[src/rtl/id_ex_stage_pkg.sv]
// Shared widths, ALU op encodings and the ID/EX register layout for the
// decode-to-execute stage.
package id_ex_stage_pkg;

  localparam int DATA_W = 16;
  localparam int REG_W  = 3;

  typedef enum logic [2:0] {
    ALU_ROL = 3'b000,
    ALU_SLL = 3'b001,
    ALU_ROR = 3'b010,
    ALU_SRL = 3'b011,
    ALU_ADD = 3'b100,
    ALU_OR  = 3'b101,
    ALU_XOR = 3'b110,
    ALU_AND = 3'b111
  } alu_op_e;

  // Everything the stage carries from decode; an all-zero value is a bubble.
  typedef struct packed {
    logic              valid;
    logic [DATA_W-1:0] rs_val;
    logic [DATA_W-1:0] rt_val;
    logic [DATA_W-1:0] imm;
    logic              use_imm;
    logic [REG_W-1:0]  rs;
    logic [REG_W-1:0]  rt;
    logic [REG_W-1:0]  rd;
    logic              reg_write;
    logic              mem_read;
    alu_op_e           op;
    logic              inv_a;
    logic              inv_b;
    logic              sign;
    logic              cin;
  } ex_regs_t;

endpackage

[src/rtl/id_ex_stage_fwd_mux.sv]
// Priority forward selector: EX/MEM result, then MEM/WB result, then the
// operand value captured from the register file.
module fwd_mux
  import id_ex_stage_pkg::*;
(
  input  logic [REG_W-1:0]  reg_idx,
  input  logic              exm_reg_write,
  input  logic [REG_W-1:0]  exm_rd,
  input  logic [DATA_W-1:0] exm_result,
  input  logic              mwb_reg_write,
  input  logic [REG_W-1:0]  mwb_rd,
  input  logic [DATA_W-1:0] mwb_result,
  input  logic [DATA_W-1:0] reg_val,
  output logic [DATA_W-1:0] fwd_val
);

  // EX/MEM holds the younger write, so it wins when both stages match.
  always_comb begin
    fwd_val = reg_val;
    if (exm_reg_write && (exm_rd == reg_idx)) begin
      fwd_val = exm_result;
    end else if (mwb_reg_write && (mwb_rd == reg_idx)) begin
      fwd_val = mwb_result;
    end
  end

endmodule

[src/rtl/id_ex_stage.sv]
// ID/EX pipeline register with operand forwarding, load-use bubble
// insertion, stall hold and flush squash.
module id_ex_stage
  import id_ex_stage_pkg::*;
(
  input  logic                  clk,
  input  logic                  rst,
  input  logic                  id_valid,
  input  logic [DATA_W-1:0]     id_rs_val,
  input  logic [DATA_W-1:0]     id_rt_val,
  input  logic [DATA_W-1:0]     id_imm,
  input  logic                  id_use_imm,
  input  logic                  id_use_rt,
  input  logic [REG_W-1:0]      id_rs,
  input  logic [REG_W-1:0]      id_rt,
  input  logic [REG_W-1:0]      id_rd,
  input  logic                  id_reg_write,
  input  logic                  id_mem_read,
  input  logic [2:0]            id_op,
  input  logic                  id_invA,
  input  logic                  id_invB,
  input  logic                  id_sign,
  input  logic                  id_cin,
  input  logic                  exm_reg_write,
  input  logic [REG_W-1:0]      exm_rd,
  input  logic [DATA_W-1:0]     exm_result,
  input  logic                  mwb_reg_write,
  input  logic [REG_W-1:0]      mwb_rd,
  input  logic [DATA_W-1:0]     mwb_result,
  input  logic                  stall,
  input  logic                  flush,
  output logic                  ex_valid,
  output logic [DATA_W-1:0]     ex_InA,
  output logic [DATA_W-1:0]     ex_InB,
  output logic [2:0]            ex_Op,
  output logic                  ex_Cin,
  output logic                  ex_invA,
  output logic                  ex_invB,
  output logic                  ex_sign,
  output logic [REG_W-1:0]      ex_rd,
  output logic                  ex_reg_write,
  output logic                  ex_mem_read,
  output logic                  load_use_stall
);

  ex_regs_t          stage_q;
  ex_regs_t          stage_d;
  logic [DATA_W-1:0] fwd_rs;
  logic [DATA_W-1:0] fwd_rt;

  fwd_mux u_fwd_rs (
    .reg_idx       (stage_q.rs),
    .exm_reg_write (exm_reg_write),
    .exm_rd        (exm_rd),
    .exm_result    (exm_result),
    .mwb_reg_write (mwb_reg_write),
    .mwb_rd        (mwb_rd),
    .mwb_result    (mwb_result),
    .reg_val       (stage_q.rs_val),
    .fwd_val       (fwd_rs)
  );

  fwd_mux u_fwd_rt (
    .reg_idx       (stage_q.rt),
    .exm_reg_write (exm_reg_write),
    .exm_rd        (exm_rd),
    .exm_result    (exm_result),
    .mwb_reg_write (mwb_reg_write),
    .mwb_rd        (mwb_rd),
    .mwb_result    (mwb_result),
    .reg_val       (stage_q.rt_val),
    .fwd_val       (fwd_rt)
  );

  assign load_use_stall = stage_q.valid & stage_q.mem_read & stage_q.reg_write & id_valid &
                          ((id_rs == stage_q.rd) | (id_use_rt & (id_rt == stage_q.rd)));

  // While held, operands recapture their forwarded value so a result that
  // is only on a forward bus this cycle is not lost.
  always_comb begin
    stage_d = stage_q;
    if (flush) begin
      stage_d = '0;
    end else if (stall) begin
      stage_d.rs_val = fwd_rs;
      stage_d.rt_val = fwd_rt;
    end else if (load_use_stall) begin
      stage_d = '0;
    end else begin
      stage_d.valid     = id_valid;
      stage_d.rs_val    = id_rs_val;
      stage_d.rt_val    = id_rt_val;
      stage_d.imm       = id_imm;
      stage_d.use_imm   = id_use_imm;
      stage_d.rs        = id_rs;
      stage_d.rt        = id_rt;
      stage_d.rd        = id_rd;
      stage_d.reg_write = id_reg_write & id_valid;
      stage_d.mem_read  = id_mem_read & id_valid;
      stage_d.op        = alu_op_e'(id_op);
      stage_d.inv_a     = id_invA;
      stage_d.inv_b     = id_invB;
      stage_d.sign      = id_sign;
      stage_d.cin       = id_cin;
    end
  end

  always_ff @(posedge clk) begin
    if (rst) begin
      stage_q <= '0;
    end else begin
      stage_q <= stage_d;
    end
  end

  assign ex_valid     = stage_q.valid;
  assign ex_InA       = fwd_rs;
  assign ex_InB       = stage_q.use_imm ? stage_q.imm : fwd_rt;
  assign ex_Op        = stage_q.op;
  assign ex_Cin       = stage_q.cin;
  assign ex_invA      = stage_q.inv_a;
  assign ex_invB      = stage_q.inv_b;
  assign ex_sign      = stage_q.sign;
  assign ex_rd        = stage_q.rd;
  assign ex_reg_write = stage_q.reg_write;
  assign ex_mem_read  = stage_q.mem_read;

endmodule

[config.mk]
export PLATFORM = sky130hd
export DESIGN_NAME = id_ex_stage
export DESIGN_NICKNAME = d
export VERILOG_FILES = /design/src/rtl/id_ex_stage_pkg.sv /design/src/rtl/id_ex_stage_fwd_mux.sv /design/src/rtl/id_ex_stage.sv
export SDC_FILE = /design/constraint.sdc
export NUM_CORES = 1
export LEC_CHECK = 0
export BUFFER_PORTS_ARGS = -buffer_cell sky130_fd_sc_hd__buf_4
export CORE_MARGIN = 2
export CORE_UTILIZATION = 47
export DETAILED_ROUTE_END_ITERATION = 7
export PLACE_DENSITY = 0.8
export SKIP_LAST_GASP = 1
export SLEW_MARGIN = 20
export SYNTH_ARGS = -nofsm -noshare
export SYNTH_HDL_FRONTEND = slang
export SYNTH_SLANG_ARGS = --single-unit
[constraint.sdc]
create_clock -name clk -period 2.7 [get_ports clk]
set_input_delay 0.27 -clock clk [delete_from_list [all_inputs] [get_ports clk]]
set_output_delay 0.27 -clock clk [all_outputs]
set_load 0.01 [all_outputs]
==> qor.yml, run 1 <==
route:
  vias_per_cell: 5.847
  routed_wl_mm: 11.41
  num_vias: 3783
  wl_per_cell_um: 17.63
  drc: 0
  drt_first_pass_iters: 5
  drt_iter0_drc: 252
  postRouteAntennaNets: 0
sta:
  finalHoldViolCount: 0
  totalNegativeSetupSlack_ns: 0
  min_period_ns: 2.608
  max_freq_ghz: 0.3834
  fin_ws_ns: 0.09162
  fin_worst_skew_ns: 0.007662
  relSlewSlack_pct: 43.94
  tightest_slew_ns: 0.8409
  fin_crit_sh_pct: 96.61
  setup_viol: 0
  grt_setup_unrepaired: "false"
  drv_slew: 0
worst_setup_path:
  path_class: "reg2out"
  path_cells: "xor2_1 -> or4b_1 -> buf_4 -> a221oi_1 -> o31ai_1 -> buf_4"
  crit_required_ns: 2.43
  path_common_cell: "buf_4"
  cp-end-kind: "output pin"
  slowest_delay_ns: 0.52
  reg2reg_slack_ns: 0.70
  worstPathMaxFanout: 16
  slowest_stage: "or4b_1"
  cp.arrival_ns: 2.34
  startpoint_type: "flip-flop"
global_routing:
  grt_max_degree: 69
  grt_first_pass_wirelength_mm: 17.77
  grt_pass1_vias: 3699
  antenna_found_initial: 0
  grt_usage_pct: 26.88
  grt_overflow: 0
job:
  max-cap-violations: 0
logic_synthesis:
  yosysUniqueCellTypes: 26
  synth-adder-area-share_pct: 0
  synth-compound-area-share_pct: 36.65
  ys_seq_area_share_pct: 38.42
  ys_seq_elements: 68
  synthesis.area_um2: 3543
  syn_avg_cell_area_um2: 8.728
  yosysWarnings: 0
  synth_top_family_by_area: "compound AO/OA/AOI/OAI gates"
  synthMuxAreaShare_pct: 0
  synth_cells: 406
  synthSimpleGateAreaFrac_pct: 14.58
  synthXorXnorAreaFrac_pct: 4.449
  synth_nets: 519
placement:
  placed_cells: 631
  place_congestion: 0.8532
  place_hpwl_mm: 8.161
  port_buffers: 158
  preCtsSetupSlack_ns: 0.4408
clock_tree:
  cts_buffer_depth: 2
  cts.sinks: 68
  ctsHtreeMaxLevel: 3
  cts_tree: "yes"
  insertion_delay_ns: 0.35
  cts_root_buf: "clkbuf_8"
  cts_made_buffers: 9
  cts_setup_buffers: 0
  clkSlewWorstSetupHoldPaths_ns: 0.08
floorplan:
  core_region_area_um2: 7292
  die_w_um: 90.83
  fp.dieArea_um2: 8250
  initial_core_util_pct: 48.59
  fp.dieH_um: 90.83
  row_count: 31
  pin_count: 159
power:
  power_density_nw_per_um2: 500.6
  peakVddDrop_mv: 0.2960
  p_leak_nw: 2.091
  total_power_mw: 2.487
status:
  status: "finished clean"
layout:
  stdcell_count: 647
  n_antenna_cell: 0
  fill_cells: 622
  fin_nets: 656
  drive_above_1_share_pct: 38.14
  area_growth_pct: 40.22
hold_path:
  hp-class: "in2reg"
-- sequential cells by signal (all words and copies together) (netlist names) --
register	cells
ex_Cin	1
ex_Op	3
ex_invA	1
ex_invB	1
ex_mem_read	1
ex_rd	3
ex_reg_write	1
ex_sign	1
ex_valid	1
stage_q	55
-- worst paths after layout --
path	from	endpoint	cells after the start
setup reg to reg	ex_rd[1]	stage_q[16]	5
hold / removal	id_rs_val[1]	stage_q[52]	2
hold reg to reg	stage_q[21]	stage_q[21]	1
setup / recovery	stage_q[14]	ex_InB[1]	6
-- power breakdown --
part           total (mW)  leakage, nW  internal [mW]  switching, mW
registers            1.06        0.554           1.04         0.0208
clock network       0.889        0.102          0.479          0.410
logic               0.538         1.43          0.273          0.265
-- synth_stat cells, drive strengths merged --
library cell | count | share of area (%)
a21oi | 1 | 0.14
a221oi | 32 | 11
a22o | 34 | 8.4
a32o | 2 | 0.56
and4 | 2 | 0.49
buf | 17 | 3.0
clkbuf | 27 | 2.9
dfxtp | 68 | 38
nand2 | 32 | 3.4
nand4 | 4 | 0.71
nor2 | 82 | 8.7
nor3 | 1 | 0.14
nor3b | 1 | 0.21
o211a | 1 | 0.28
o21ai | 32 | 4.5
o2bb2ai | 32 | 7.9
o31ai | 16 | 3.4
or3 | 1 | 0.18
or4 | 1 | 0.21
or4b | 2 | 0.56
xnor2 | 9 | 2.2
xor2 | 9 | 2.2
-- layer usage --
metal	GRT usage [%]	part of all wire (%)	up-vias
met3	8.598	9.9	19
met2	46.83	50	189
met1	31.46	38	1785
met4	8.207	1.9	0
li1	-	-	1790
met5	0	0	-
-- through the flow --
stage	cell area [um2]	util [%]	hold slack (ns)
6_report	4969	68.14	0.1207
5_1_grt	4969	68.14	0.1137
4_1_cts	4962	68.05	0.1146
3_5_place_dp	4752	65.17	0.4670
3_3_place_gp	4752	65.17	0.4638
2_1_floorplan	3543	-	0.3869
-- logic make-up (layout without fill, tap and decap cells) --
group / count (synthesis) / in the layout
AOI/OAI and AO/OA: 150 / 150
xor gates and xnor gates: 18 / 18
buffers and inverters: 44 / 186
and+or+nand+nor: 126 / 126
DFF: 68 / 68
-- placed cells by master, fill, tap and decap left out, types with 2 or more instances in the layout --
cell / count
a32o_1: 2
a22o_1: 34
xor2_1: 9
o31ai_1: 16
clkbuf_8: 11
o21ai_0: 32
clkinvlp_4: 2
buf_4: 169
a221oi_2: 21
nand4_1: 4
dfxtp_1: 68
or4b_1: 2
nor2_1: 82
o2bb2ai_1: 32
nand2_1: 32
a221oi_1: 11
xnor2_1: 9
and4_1: 2
-- critical path: cells and delay by family (launching register included) --
family	cells	cell delay [ns]
xor+xnor	1	0.18
buf+inv	2	0.39
flops	1	0.34
simple gates	1	0.52
compound gates	2	0.56
-- area by class of cell --
class	instances	area, um2	share of cell area [%]
Multi-Input combinational cell	294	1984	39.94
Timing Repair Buffer	170	1289	25.94
Clock inverter	5	58.81	1.184
Sequential cell	68	1361	27.40
Tap cell	99	123.9	2.493
Clock buffer	11	151.4	3.047
-- what timing repair did --
item	in CTS	in global routing
endpoints found under the setup margin	0	1
hold buffers	0	0
resized for setup	0	1
Note: power is estimated with default switching activity, not from simulation.
==> run 2, diff against run 1 <==
- HOLD_SLACK_MARGIN: default -> 0.06
- MAX_ROUTING_LAYER: default -> met4
==> run 2 against run 1 <==
  * Total power up 2.6%
  * Critical path depth stayed put
  * Maximum frequency hardly changed
  * Die area is the same
  * Via count barely moved
  * Sequential share of layout area fell by 0.15 points
  * Sequential cell count unchanged
  * First-iteration DRC count is 1.6% higher
  * Sequential power is essentially flat
  * Design area up 0.55%
  * Clock power rose by 6.7%
  * Register-to-register slack got worse by 0.02 ns
==> qor.yml, run 2 (same netlist as run 1, synthesis figures left out) <==
floorplan:
  initial_core_util_pct: 48.59
  fp.dieH_um: 90.83
  core_region_area_um2: 7292
  fp.dieArea_um2: 8250
  die_w_um: 90.83
  pin_count: 159
  row_count: 31
power:
  power_density_nw_per_um2: 510.6
  p_leak_nw: 2.108
  peakVddDrop_mv: 0.3394
sta:
  relSlewSlack_pct: 44.01
  drv_slew: 0
  min_period_ns: 2.609
  setup_viol: 0
  tightest_slew_ns: 0.8398
  max_freq_ghz: 0.3833
  totalNegativeSetupSlack_ns: 0
  fin_ws_ns: 0.09073
  grt_setup_unrepaired: "true"
  fin_crit_sh_pct: 96.64
  fin_worst_skew_ns: 0.01418
  finalHoldViolCount: 0
layout:
  regMostFlops: "stage_q"
  final_cell_mix: "buf_4 (169), nor2_1 (82), dfxtp_1 (68)"
  final_cell_area_um2: 4996
  final_common_cell: "buf_4"
  area_growth_pct: 41.00
  fin_nets: 656
  n_antenna_cell: 0
  post-route-util_pct: 68.51
  largest_register_ffs: 55
  drive_above_1_share_pct: 38.50
route:
  routed_wl_mm: 11.57
  num_vias: 3781
  wl_per_cell_um: 17.89
  drt_iter0_drc: 256
  drc: 0
  drt_first_pass_iters: 5
  postRouteAntennaNets: 0
  vias_per_cell: 5.844
worst_setup_path:
  cp.arrival_ns: 2.34
  path_cells: "xor2_1 -> or4b_1 -> buf_4 -> a221oi_1 -> o31ai_1 -> buf_4"
  slowest_stage: "or4b_1"
  cp-end-kind: "output pin"
  path_buf_inv: 2
  crit_family: "compound AO/OA/AOI/OAI gates"
  crit_required_ns: 2.43
  path_class: "reg2out"
  worstPathMaxFanout: 16
  startpoint_type: "flip-flop"
  slowest_delay_ns: 0.51
  path_common_cell: "buf_4"
clock_tree:
  cts_setup_buffers: 0
  insertion_delay_ns: 0.35
  clkSlewWorstSetupHoldPaths_ns: 0.08
  cts_buffer_depth: 2
  cts_tree: "yes"
  cts_root_buf: "clkbuf_8"
  cts_hold_buf: 0
  cts.sinks: 68
  ctsHtreeMaxLevel: 3
  cts_resized: 0
  cts_made_buffers: 9
global_routing:
  antenna_found_initial: 0
  grt_overflow: 0
  grt_max_degree: 69
  grt_pass1_vias: 3784
  grt_usage_pct: 28.25
  grt_first_pass_wirelength_mm: 18.11
placement:
  preCtsSetupSlack_ns: 0.4148
  place_hpwl_mm: 8.364
  port_buffers: 158
  dpl-instance-area_um2: 4752
  place_congestion: 0.8847
hold_path:
  hp-class: "in2reg"
job:
  max-cap-violations: 0
status:
  status: "finished clean"
[run 2: cell count changes in the layout (fill, tap and decap cells not counted), sizes merged]
cell | previous run | this run
bufinv | 1 | 2
clkbuf | 11 | 10
clkinv | 1 | 4
clkinvlp | 2 | 0
inv | 1 | 0
[run 2: layout make-up]
type	count	area (um2)
clock buffers	10	137.6
clock inverters	6	87.58
well taps	99	123.9
fillers	640	2296
repair buffers	170	1289
flip-flops and latches	68	1361
multi-input cells	294	1997
[run 2: worst paths after layout]
kind,startpoint,to,slack [ns],depth (start not counted)
max,stage_q[12],ex_InB[0],0.09,6
min,id_rt_val[0],stage_q[35],0.11,2
max reg2reg,ex_rd[1],stage_q[21],0.68,5
min reg2reg,ex_Op[2],ex_Op[2],0.48,1
[run 2: stage by stage]
step | instances | hold WS [ns] | total power, mW
after floorplan | 406 | 0.3869 | 1.338
after global placement | 631 | 0.4635 | 1.609
after detailed placement | 631 | 0.4649 | 1.619
after CTS | 647 | 0.1076 | 2.557
after global routing | 647 | 0.1069 | 2.648
final | 647 | 0.1110 | 2.551
[run 2: report_power, final]
| group | total [mW] | switching [mW] | internal [mW] | leakage, nW |
|---|---|---|---|---|
| combinational | 0.541 | 0.267 | 0.274 | 1.44 |
| clock | 0.949 | 0.404 | 0.545 | 0.116 |
| sequential | 1.06 | 0.0205 | 1.04 | 0.554 |
| total | 2.55 | 0.691 | 1.86 | 2.11 |
[run 2: per-layer routing]
metal	up-vias	global-route usage [%]	share of wire (%)
li1	1788	-	-
met1	1792	31.70	39
met2	180	48.88	51
met3	21	7.179	8.2
met4	0	9.848	1.8
met5	-	-	0
==> run 3, diff against run 2 <==
- BUFFER_PORTS_ARGS: -buffer_cell sky130_fd_sc_hd__buf_4 -> default
- CORE_UTILIZATION: 47 -> 63
- DONT_BUFFER_PORTS: default -> 1
- PLACE_DENSITY: 0.8 -> 0.79
==> run 3 against run 2 <==
  * Clock skew fell by 0.0079 ns
  * First-iteration DRC count fell by 14%
  * Sequential cell count is the same
  * Highest routed layer unchanged
  * Critical path type unchanged
==> qor.yml, run 3 (same netlist as run 1, synthesis figures left out) <==
status:
  status: "finished clean"
layout:
  final_cell_mix: "nor2_1 (82), dfxtp_1 (68), dlygate4sd3_1 (66)"
  area_growth_pct: 27.51
  largest_register_ffs: 55
  regMostFlops: "stage_q"
  post-route-util_pct: 82.56
  fill_cells: 362
  multiInputGateArea_um2: 1992
  seq_area_um2: 1361
  fin_nets: 580
  final_common_cell: "nor2_1"
  n_antenna_cell: 0
  drive_above_1_share_pct: 14.62
sta:
  drv_slew: 0
  grt_setup_unrepaired: "true"
  fin_worst_skew_ns: 0.006292
  min_period_ns: 2.683
  relSlewSlack_pct: 44.94
  max_freq_ghz: 0.3728
  fin_ws_ns: 0.01744
  tightest_slew_ns: 0.8258
  fin_crit_sh_pct: 99.35
  setup_viol: 0
  finalHoldViolCount: 0
route:
  routed_wl_mm: 11.87
  vias_per_cell: 6.825
  wl_per_cell_um: 21.83
  drt_iter0_drc: 220
  postRouteAntennaNets: 0
  drc: 0
  drt_first_pass_iters: 6
  num_vias: 3713
global_routing:
  grt_max_degree: 69
  grt_usage_pct: 38.60
  antenna_found_initial: 0
  grt_pass1_vias: 3739
  grt_first_pass_wirelength_mm: 18.07
  grt_overflow: 0
worst_setup_path:
  crit_required_ns: 2.43
  path_buf_inv: 2
  cp-end-kind: "output pin"
  cp.arrival_ns: 2.41
  reg2reg_depth: 5
  crit_family: "compound AO/OA/AOI/OAI gates"
  worstPathMaxFanout: 16
  slowest_delay_ns: 0.53
  slowest_stage: "or4b_1"
  startpoint_type: "flip-flop"
  path_cells: "xor2_1 -> or4b_1 -> buf_4 -> a221oi_1 -> o31ai_1 -> buf_4"
  r2r-start: "ex_rd[2]"
  path_common_cell: "buf_4"
  r2r_end: "stage_q[13]"
  path_class: "reg2out"
  reg2reg_slack_ns: 0.55
floorplan:
  row_count: 27
  pin_count: 159
  initial_core_util_pct: 64.75
  die_w_um: 79.00
  fp.dieH_um: 79.00
  fp.dieArea_um2: 6240
  core_region_area_um2: 5473
clock_tree:
  cts.sinks: 68
  cts_tree: "yes"
  clkSlewWorstSetupHoldPaths_ns: 0.07
  cts_made_buffers: 9
  ctsHtreeMaxLevel: 3
  cts_buffer_depth: 2
  cts_setup_buffers: 0
  insertion_delay_ns: 0.35
  cts_root_buf: "clkbuf_8"
power:
  power_density_nw_per_um2: 516.0
  p_leak_nw: 1.671
  peakVddDrop_mv: 0.4477
hold_path:
  whs_endpoint: "ex_mem_read"
  holdPathStages: 1
  min_from: "id_valid"
  hp-class: "in2reg"
placement:
  preCtsSetupSlack_ns: 0.4765
  port_buffers: 0
  place_hpwl_mm: 7.088
  place_congestion: 0.8678
job:
  max-cap-violations: 0
==> run 3: changes by cell type in the layout (fill, tap and decap cells not counted), sizes merged <==
| cell | previous run | this run |
|---|---|---|
| buf | 170 | 28 |
| dlygate4sd3 | 0 | 66 |
| clkinv | 4 | 6 |
| bufinv | 2 | 1 |
| clkbuf | 10 | 9 |
==> run 3: worst reg2reg max path, cell delays in order, from the launching register on <==
cell     delay [ns]
dfxtp_1        0.50
xor2_1         0.15
or4_1          0.55
o211a_2        0.35
buf_12         0.29
a22o_1         0.21
==> run 3: per-layer routing <==
metal	wire length (um)	GRT usage, %	part of all wire (%)
met2	5953	65.59	50
met5	0	-	0
met1	4337	41.63	37
met3	1026	8.068	8.6
met4	556	22.76	4.7
==> run 3: worst max-delay path by stage <==
stage,from,endpoint,slack (ns),cells after the start
finish,stage_q[14],ex_InB[4],0.02,6
CTS,stage_q[14],ex_InB[3],0.08,6
floorplan,stage_q[13],ex_InB[10],0.70,6
global route,stage_q[14],ex_InB[4],-0.06,6
global placement,stage_q[14],ex_InB[4],0.53,6
detailed placement,stage_q[14],ex_InB[3],0.48,6
==> run 3: power breakdown <==
part | switching, mW | internal [mW] | leakage [nW] | total, mW
clock | 0.410 | 0.423 | 0.103 | 0.833
sequential | 0.0273 | 1.04 | 0.554 | 1.07
combinational | 0.227 | 0.204 | 1.01 | 0.431
==> run 3: per-stage QoR <==
step / cells / hold WS, ns / instance area (um2) / TNS (ns) / power (mW)
2_1_floorplan: 406 / 0.3869 / 3543 / 0 / 1.338
3_3_place_gp: 462 / 0.3872 / 3652 / 0 / 1.414
3_5_place_dp: 462 / 0.3917 / 3652 / 0 / 1.421
4_1_cts: 544 / 0.06970 / 4504 / 0 / 2.310
5_1_grt: 544 / 0.07712 / 4518 / -0.1320 / 2.408
6_report: 544 / 0.07695 / 4518 / 0 / 2.331
==> run 3: area by class of cell <==
cell class / instances / share of cell area (%)
clock inverter: 7 / 1.495
multi-input combinational: 294 / 44.09
timing repair buffer: 94 / 19.55
clock buffer: 9 / 2.742
tap: 72 / 1.994
sequential: 68 / 30.13
==> run 3: timing repair <==
item | in CTS | in global routing
resized for setup | 0 | 3
endpoints found under the hold margin | 66 | 0
hold buffers | 66 | 0
setup endpoints to repair | 0 | 7
